$ cat src/rtl/sqrt_pkg.sv
// Shared types and elaboration helpers for the iterative square-root unit.
// The root width sets both the iteration count and the remainder width.
package sqrt_pkg;

  typedef enum logic [1:0] {
    IDLE = 2'd0,
    RUN  = 2'd1,
    DONE = 2'd2
  } state_t;

  // One root bit per iteration, so the root width is also the iteration count.
  function automatic int calc_root_w(input int width, input int fbits);
    return width / 2 + fbits;
  endfunction

  function automatic bit params_ok(input int width, input int fbits);
    return (width >= 4) && (width % 2 == 0) && (fbits >= 0);
  endfunction

endpackage

$ cat src/rtl/sqrt_step.sv
// One shift-subtract digit of the square-root recurrence (combinational).
// ac carries one guard bit above the remainder so the trial sign is its MSB.
module sqrt_step
  import sqrt_pkg::*;
#(
  parameter int REM_W = 9
) (
  input  logic [REM_W:0]   i_ac,
  input  logic [1:0]       i_xtop,
  input  logic [REM_W-2:0] i_q,
  output logic [REM_W:0]   o_ac,
  output logic [REM_W-2:0] o_q
);

  localparam int AC_W = REM_W + 1;
  localparam int Q_W  = REM_W - 1;

  logic [AC_W-1:0] w_ac_shift;
  logic [AC_W-1:0] w_test;
  logic            w_neg;
  logic            w_unused_ac_top;

  // The partial remainder never exceeds 2*q, so the two bits shifted out are always zero.
  assign w_unused_ac_top = ^i_ac[AC_W-1:AC_W-2];

  assign w_ac_shift = {i_ac[AC_W-3:0], i_xtop};
  assign w_test     = w_ac_shift - {i_q, 2'b01};
  assign w_neg      = w_test[AC_W-1];

  assign o_ac = w_neg ? w_ac_shift : w_test;
  assign o_q  = {i_q[Q_W-2:0], ~w_neg};

endmodule

$ cat src/rtl/sqrt_iter_pipe.sv
// Iterative square root with valid/ready on both sides, one root bit per cycle.
// state | meaning: IDLE waiting for radicand; RUN iterating; DONE result held for consumer.
module sqrt_iter_pipe
  import sqrt_pkg::*;
#(
  parameter  int WIDTH  = 16,
  parameter  int FBITS  = 0,
  localparam int ROOT_W = calc_root_w(WIDTH, FBITS),
  localparam int REM_W  = ROOT_W + 1
) (
  input  logic              clk,
  input  logic              rst_n,
  input  logic              in_valid,
  output logic              in_ready,
  input  logic [WIDTH-1:0]  rad,
  output logic              out_valid,
  input  logic              out_ready,
  output logic [ROOT_W-1:0] root,
  output logic [REM_W-1:0]  rem,
  output logic              busy
);

  localparam int ITER  = ROOT_W;
  localparam int AC_W  = REM_W + 1;
  localparam int X_W   = 2 * ROOT_W;
  localparam int CNT_W = $clog2(ITER) + 1;

  if (!params_ok(WIDTH, FBITS)) begin : g_bad_params
    $error("sqrt_iter_pipe: WIDTH must be even and >= 4, FBITS >= 0");
  end

  state_t            r_state;
  state_t            w_state_next;
  logic              w_load;
  logic              w_last;
  logic [X_W-1:0]    r_x;
  logic [AC_W-1:0]   r_ac;
  logic [AC_W-1:0]   w_ac_next;
  logic [ROOT_W-1:0] r_q;
  logic [ROOT_W-1:0] w_q_next;
  logic [ROOT_W-1:0] r_root;
  logic [REM_W-1:0]  r_rem;
  logic [CNT_W-1:0]  r_cnt;

  sqrt_step #(.REM_W(REM_W)) u_step (
    .i_ac   (r_ac),
    .i_xtop (r_x[X_W-1 -: 2]),
    .i_q    (r_q),
    .o_ac   (w_ac_next),
    .o_q    (w_q_next)
  );

  assign w_last = (r_cnt == CNT_W'(ITER - 1));

  always_ff @(posedge clk or negedge rst_n) begin
    if (!rst_n) r_state <= IDLE;
    else        r_state <= w_state_next;
  end

  // in_ready follows out_ready only in DONE, so a result slot frees and refills in one edge.
  always_comb begin
    w_state_next = r_state;
    w_load       = 1'b0;
    in_ready     = 1'b0;
    case (r_state)
      IDLE: begin
        in_ready = 1'b1;
        if (in_valid) begin
          w_load       = 1'b1;
          w_state_next = RUN;
        end
      end
      RUN: begin
        if (w_last) w_state_next = DONE;
      end
      DONE: begin
        in_ready = out_ready;
        if (out_ready) begin
          if (in_valid) begin
            w_load       = 1'b1;
            w_state_next = RUN;
          end else begin
            w_state_next = IDLE;
          end
        end
      end
      default: w_state_next = IDLE;
    endcase
  end

  always_ff @(posedge clk or negedge rst_n) begin
    if (!rst_n) begin
      r_x    <= '0;
      r_ac   <= '0;
      r_q    <= '0;
      r_cnt  <= '0;
      r_root <= '0;
      r_rem  <= '0;
    end else if (w_load) begin
      r_x   <= X_W'(rad) << (2 * FBITS);
      r_ac  <= '0;
      r_q   <= '0;
      r_cnt <= '0;
    end else if (r_state == RUN) begin
      r_x   <= r_x << 2;
      r_ac  <= w_ac_next;
      r_q   <= w_q_next;
      r_cnt <= r_cnt + CNT_W'(1);
      if (w_last) begin
        r_root <= w_q_next;
        r_rem  <= w_ac_next[REM_W-1:0];
      end
    end
  end

  assign out_valid = (r_state == DONE);
  assign busy      = (r_state == RUN);
  assign root      = r_root;
  assign rem       = r_rem;

endmodule
$ cat config.mk
export PLATFORM = sky130hd
export DESIGN_NAME = sqrt_iter_pipe
export DESIGN_NICKNAME = d
export VERILOG_FILES = /design/src/rtl/sqrt_pkg.sv /design/src/rtl/sqrt_step.sv /design/src/rtl/sqrt_iter_pipe.sv
export SDC_FILE = /design/constraint.sdc
export NUM_CORES = 1
export LEC_CHECK = 0
export ABC_AREA = 1
export BUFFER_PORTS_ARGS = -buffer_cell sky130_fd_sc_hd__buf_2
export CAP_MARGIN = 20
export CELL_PAD_IN_SITES_DETAIL_PLACEMENT = 1
export CELL_PAD_IN_SITES_GLOBAL_PLACEMENT = 1
export CORE_MARGIN = 2
export CORE_UTILIZATION = 43
export CTS_CLUSTER_SIZE = 25
export DETAILED_ROUTE_END_ITERATION = 8
export HOLD_SLACK_MARGIN = 0.05
export PLACE_DENSITY = 0.82
export RECOVER_POWER = 100
export SYNTH_ARGS = -nofsm -noshare
export SYNTH_HDL_FRONTEND = slang
export SYNTH_HIERARCHICAL = 1
export SYNTH_SLANG_ARGS = --single-unit
$ cat constraint.sdc
create_clock -name clk -period 2.4 [get_ports clk]
set_input_delay 0.12 -clock clk [delete_from_list [all_inputs] [get_ports clk]]
set_output_delay 0.12 -clock clk [all_outputs]
set_load 0.03 [all_outputs]
# Word level (Yosys, flattened, before mapping)
# Cells that the tools add are included.
# op_classes
add_sub_neg,2
n_eq_ne,6
muxes,18
bitwise_logic,2
reduce_logical,4
# ops
op,count
$mux W16,2
$mux W8,4
$sub A10 B10 Y10,1
$mux W9,1
$mux W4,2
$mux W2,3
$pmux W2 S3,1
$reduce_and A3 Y1,2
$add A4 B1 Y4 const B,1
$eq A4 B3 Y1 const B,1
$ne A2 B1 Y1 const B,2
$pmux W1 S2,2
$mux W1,3
$eq A2 B1 Y1 const B,1
$eq A2 B2 Y1 const B,1
$logic_not A2 Y1,1
$ne A2 B2 Y1 const B,1
$not A1 Y1,2
$reduce_bool A2 Y1,1
# word_totals
regBits,55
out_inout_bits,20

# Longest topological paths before layout
# logic_depth
ltp_word,5
mapped_depth,13

# Hierarchy
# Netlist, hierarchy kept.
# modules_own_cells
module,n_inst,cells_each,area_each_um2,seq_area_each_um2
sqrt_iter_pipe,1,274,2403.6,1426.4
sqrt_step,1,137,780.7,0.0

# Least setup slack after synthesis
# OpenSTA, ideal clock, no wires.
# synth_path
path_kind,reg-to-reg
start,reg r_ac[5]
end,"reg r_rem[1], in the netlist rem[1]"
t_arrival_ns,1.615
required_ns,2.282
setup_slack_ns,0.667
path_stages_with_launch,10
period_less_slack_ns,1.733
path_cell_list,dfrtp_1 > ha_1 > nand2_2 > inv_2 > a21oi_4 > nand4_2 > nand3_1 > nand2_1 > nand3_1 > nand2_1
# synth_between
elab_chain_cells,2
# synth_lines
element,line_no,text
start: declaration,sqrt_iter_pipe.sv:37,logic [AC_W-1:0] r_ac;
start signal: assignment,sqrt_iter_pipe.sv:106,r_ac <= w_ac_next;
$sub A10 B10 Y10,sqrt_step.sv:27,"assign w_test = w_ac_shift - {i_q, 2'b01};"
$mux W9,sqrt_step.sv:30,assign o_ac = w_neg ? w_ac_shift : w_test;
named net w_ac_next[1],sqrt_iter_pipe.sv:38,logic [AC_W-1:0] w_ac_next;
end signal: assignment,sqrt_iter_pipe.sv:111,r_rem <= w_ac_next[REM_W-1:0];
end: declaration,sqrt_iter_pipe.sv:42,logic [REM_W-1:0] r_rem;
# The timed path passes the listed nets, and every way through them passes these cells.
# A chain may end at the register's enable or synchronous reset.

# Worst setup path in the final report
# layout_path
start,reg r_q[5]
end,"reg r_rem[6], in the netlist rem[6]"
# layout_between
elab_chain_cells,2
# layout_lines
element,line_no,text
start: declaration,sqrt_iter_pipe.sv:39,logic [ROOT_W-1:0] r_q;
start signal: assignment,sqrt_iter_pipe.sv:107,r_q <= w_q_next;
$sub A10 B10 Y10,sqrt_step.sv:27,
$mux W9,sqrt_step.sv:30,
named net w_ac_next[6],sqrt_iter_pipe.sv:38,
# The timed path passes the listed nets, and every way through them passes these cells.

==> run metrics <==
Total Power 6.00 mW; setup TNS 0 ps; status completed; Fin. Hold Viols 0; reg2reg start r_q[5]; Top delay family on crit path simple AND/OR/NAND/NOR gates; Worst Path Buf+Inv 2; Detail Route Antenna Nets 0; CTS tree done; Placement Setup Slack 305 ps; fin crit period 2150 ps; Period Utilization, post-route 89.7%; Vias 2801; number of CTS-inserted buffers 5; dpl cells 520; insertion delay to the later sink of the worst-skew pair 320 ps; Final nets 467; sink of the worst hold path r_x[4]; H-Tree Depth 2; CP Depth 10; first-pass GRT wire length 14100 um; Clock Tree Root clkbuf_8; Max Slew Vio Count 0; CTS Buffer Depth 2; Max Cap Viol 0; slowest cell on the critical path dfrtp_1; Ys Warns 6; largest net degree at the start of global routing 46; Leak 1.86 nW; CP endpoint kind register; pwr dens 1710 mW/mm2; worst min-delay path class in -> reg; post-CTS sizing 0; fraction of final layout cells sized beyond drive strength 1 12.5%; WL/cell 16.2 um; IO Pins 40; worst path required time 2620 ps; core footprint 0.00687 mm2; critical path's largest stage delay 440 ps; total grt overflow 0; chip width 88.9 um; DRC 0; Port Buf Inserts 39; min-delay src rad[4]; Post-Route WL 8640 um; Vias/cell 5.24; drt first-iter violations 138; Critical Path Start Type register; die area 0.00791 mm2; Layout Cells excl Fill 535; Routability Congestion 0.858; # rows 30; unrepaired setup endpoints after global routing false; synthesized area per cell 7.72 um2; Final WS setup 246 ps; Crit Path Max Fanout 9; FF-to-FF path depth 10; vias in the first global route 2918; crit path cell chain inv_1 -> ha_1 -> nand2_1 -> inv_2 -> a21oi_4 -> nand4_2 -> nand3_1 -> nand2_1 -> nand3_1 -> nand2_1; die height 88.9 um; Setup Viol. Count Final 0; initial antenna violation count 0; Layout area overhead 12.9%; Syn Nets 431; register-to-register setup slack 250 ps; fin util 51.0%; Max IR drop VDD 552 uV; critical path data arrival time 2370 ps; Pre-antenna DRT Iters 4; n_diodes 0; worst flop-to-flop path endpoint rem[6]; Final HPWL DP 5960 um; synthesized area 0.00310 mm2; CP dominant cell by count nand2_1; fmax 464 MHz; Clk pin slew, worst setup/hold paths 110 ps; Initial Util 45.2%; Tot GR Track Use 23.1%; Hold Path Depth 3; Max-slew headroom 16.2%; worst-margin pin slew 1260 ps; WS Path Type reg -> reg; Final Skew 8.54 ps; Mapped Cells 402; CTS sink cnt 55
flip-flops by register name (all words and copies together), names as in the netlist:
signal   count
r_state      2
r_cnt        4
r_ac         8
root         8
r_x         16
rem          9
r_q          8
layer usage:
layer / track usage, % / vias up / share of wire, %
li1: - / 1352 / -
met1: 29.6 / 1382 / 44
met2: 39.8 / 49 / 51
met3: 3.88 / 18 / 2.9
met4: 7.73 / 0 / 1.9
met5: 0 / - / 0
what timing repair did:
action | 4_1_cts | 5_1_grt
endpoints found under the hold margin | 16 | 0
setup buffers | 0 | 0
hold buffers | 7 | 0
setup endpoints to repair | 0 | 0
placed cells by master (no fill, tap or decap), drive strengths merged:
master and instances:
buf 23, nor2 13, ha 9, clkbuf 28
dlygate4sd3 7, nand3 96, o21ai 16, nand3b 1
dfrtp 55, xor2 3, a21oi 6, nand4 3
inv 45, nand2 131, bufinv 2, xnor2 1
stage by stage:
step                      area (um2)  hold WS [ps]
after floorplan                 3100          -176
after global placement          3330         -1.89
after detailed placement        3330          2.13
after CTS                       3540          50.6
after global routing            3500          62.9
final                           3500          51.7
layout make-up:
cell class                 instances  area, um2
clock buffer                       5       68.8
tap                               96        120
inverter                          44        165
clock inverter                     3       71.3
multi-input combinational        279       1420
sequential                        55       1380
fill                             895       3370
timing repair buffer              53        285
power breakdown:
group          total [mW]  internal (mW)  leakage [nW]  switching [mW]
logic                3.60           1.13          1.09            2.47
registers            1.64           1.33         0.702           0.310
clock network       0.758          0.424        0.0703           0.334
total                6.00           2.89          1.86            3.12
worst register-to-register path, cell delays in order, from the launching register on:
cell	delay [ps]
dfrtp_1	440
inv_1	70
ha_1	350
nand2_1	160
inv_2	60
a21oi_4	230
nand4_2	290
nand3_1	190
nand2_1	90
nand3_1	130
nand2_1	60
worst max path at each step:
stage            start     end  slack (ps)
5_1_grt         r_q[5]  rem[0]          80
3_3_place_gp    r_q[4]  rem[0]         290
4_1_cts         r_q[4]  rem[0]         270
3_5_place_dp    r_q[4]  rem[0]         310
6_report        r_q[5]  rem[6]         250
2_1_floorplan  r_ac[5]  rem[1]         670
No activity file was read; power rests on OpenSTA's default activity.
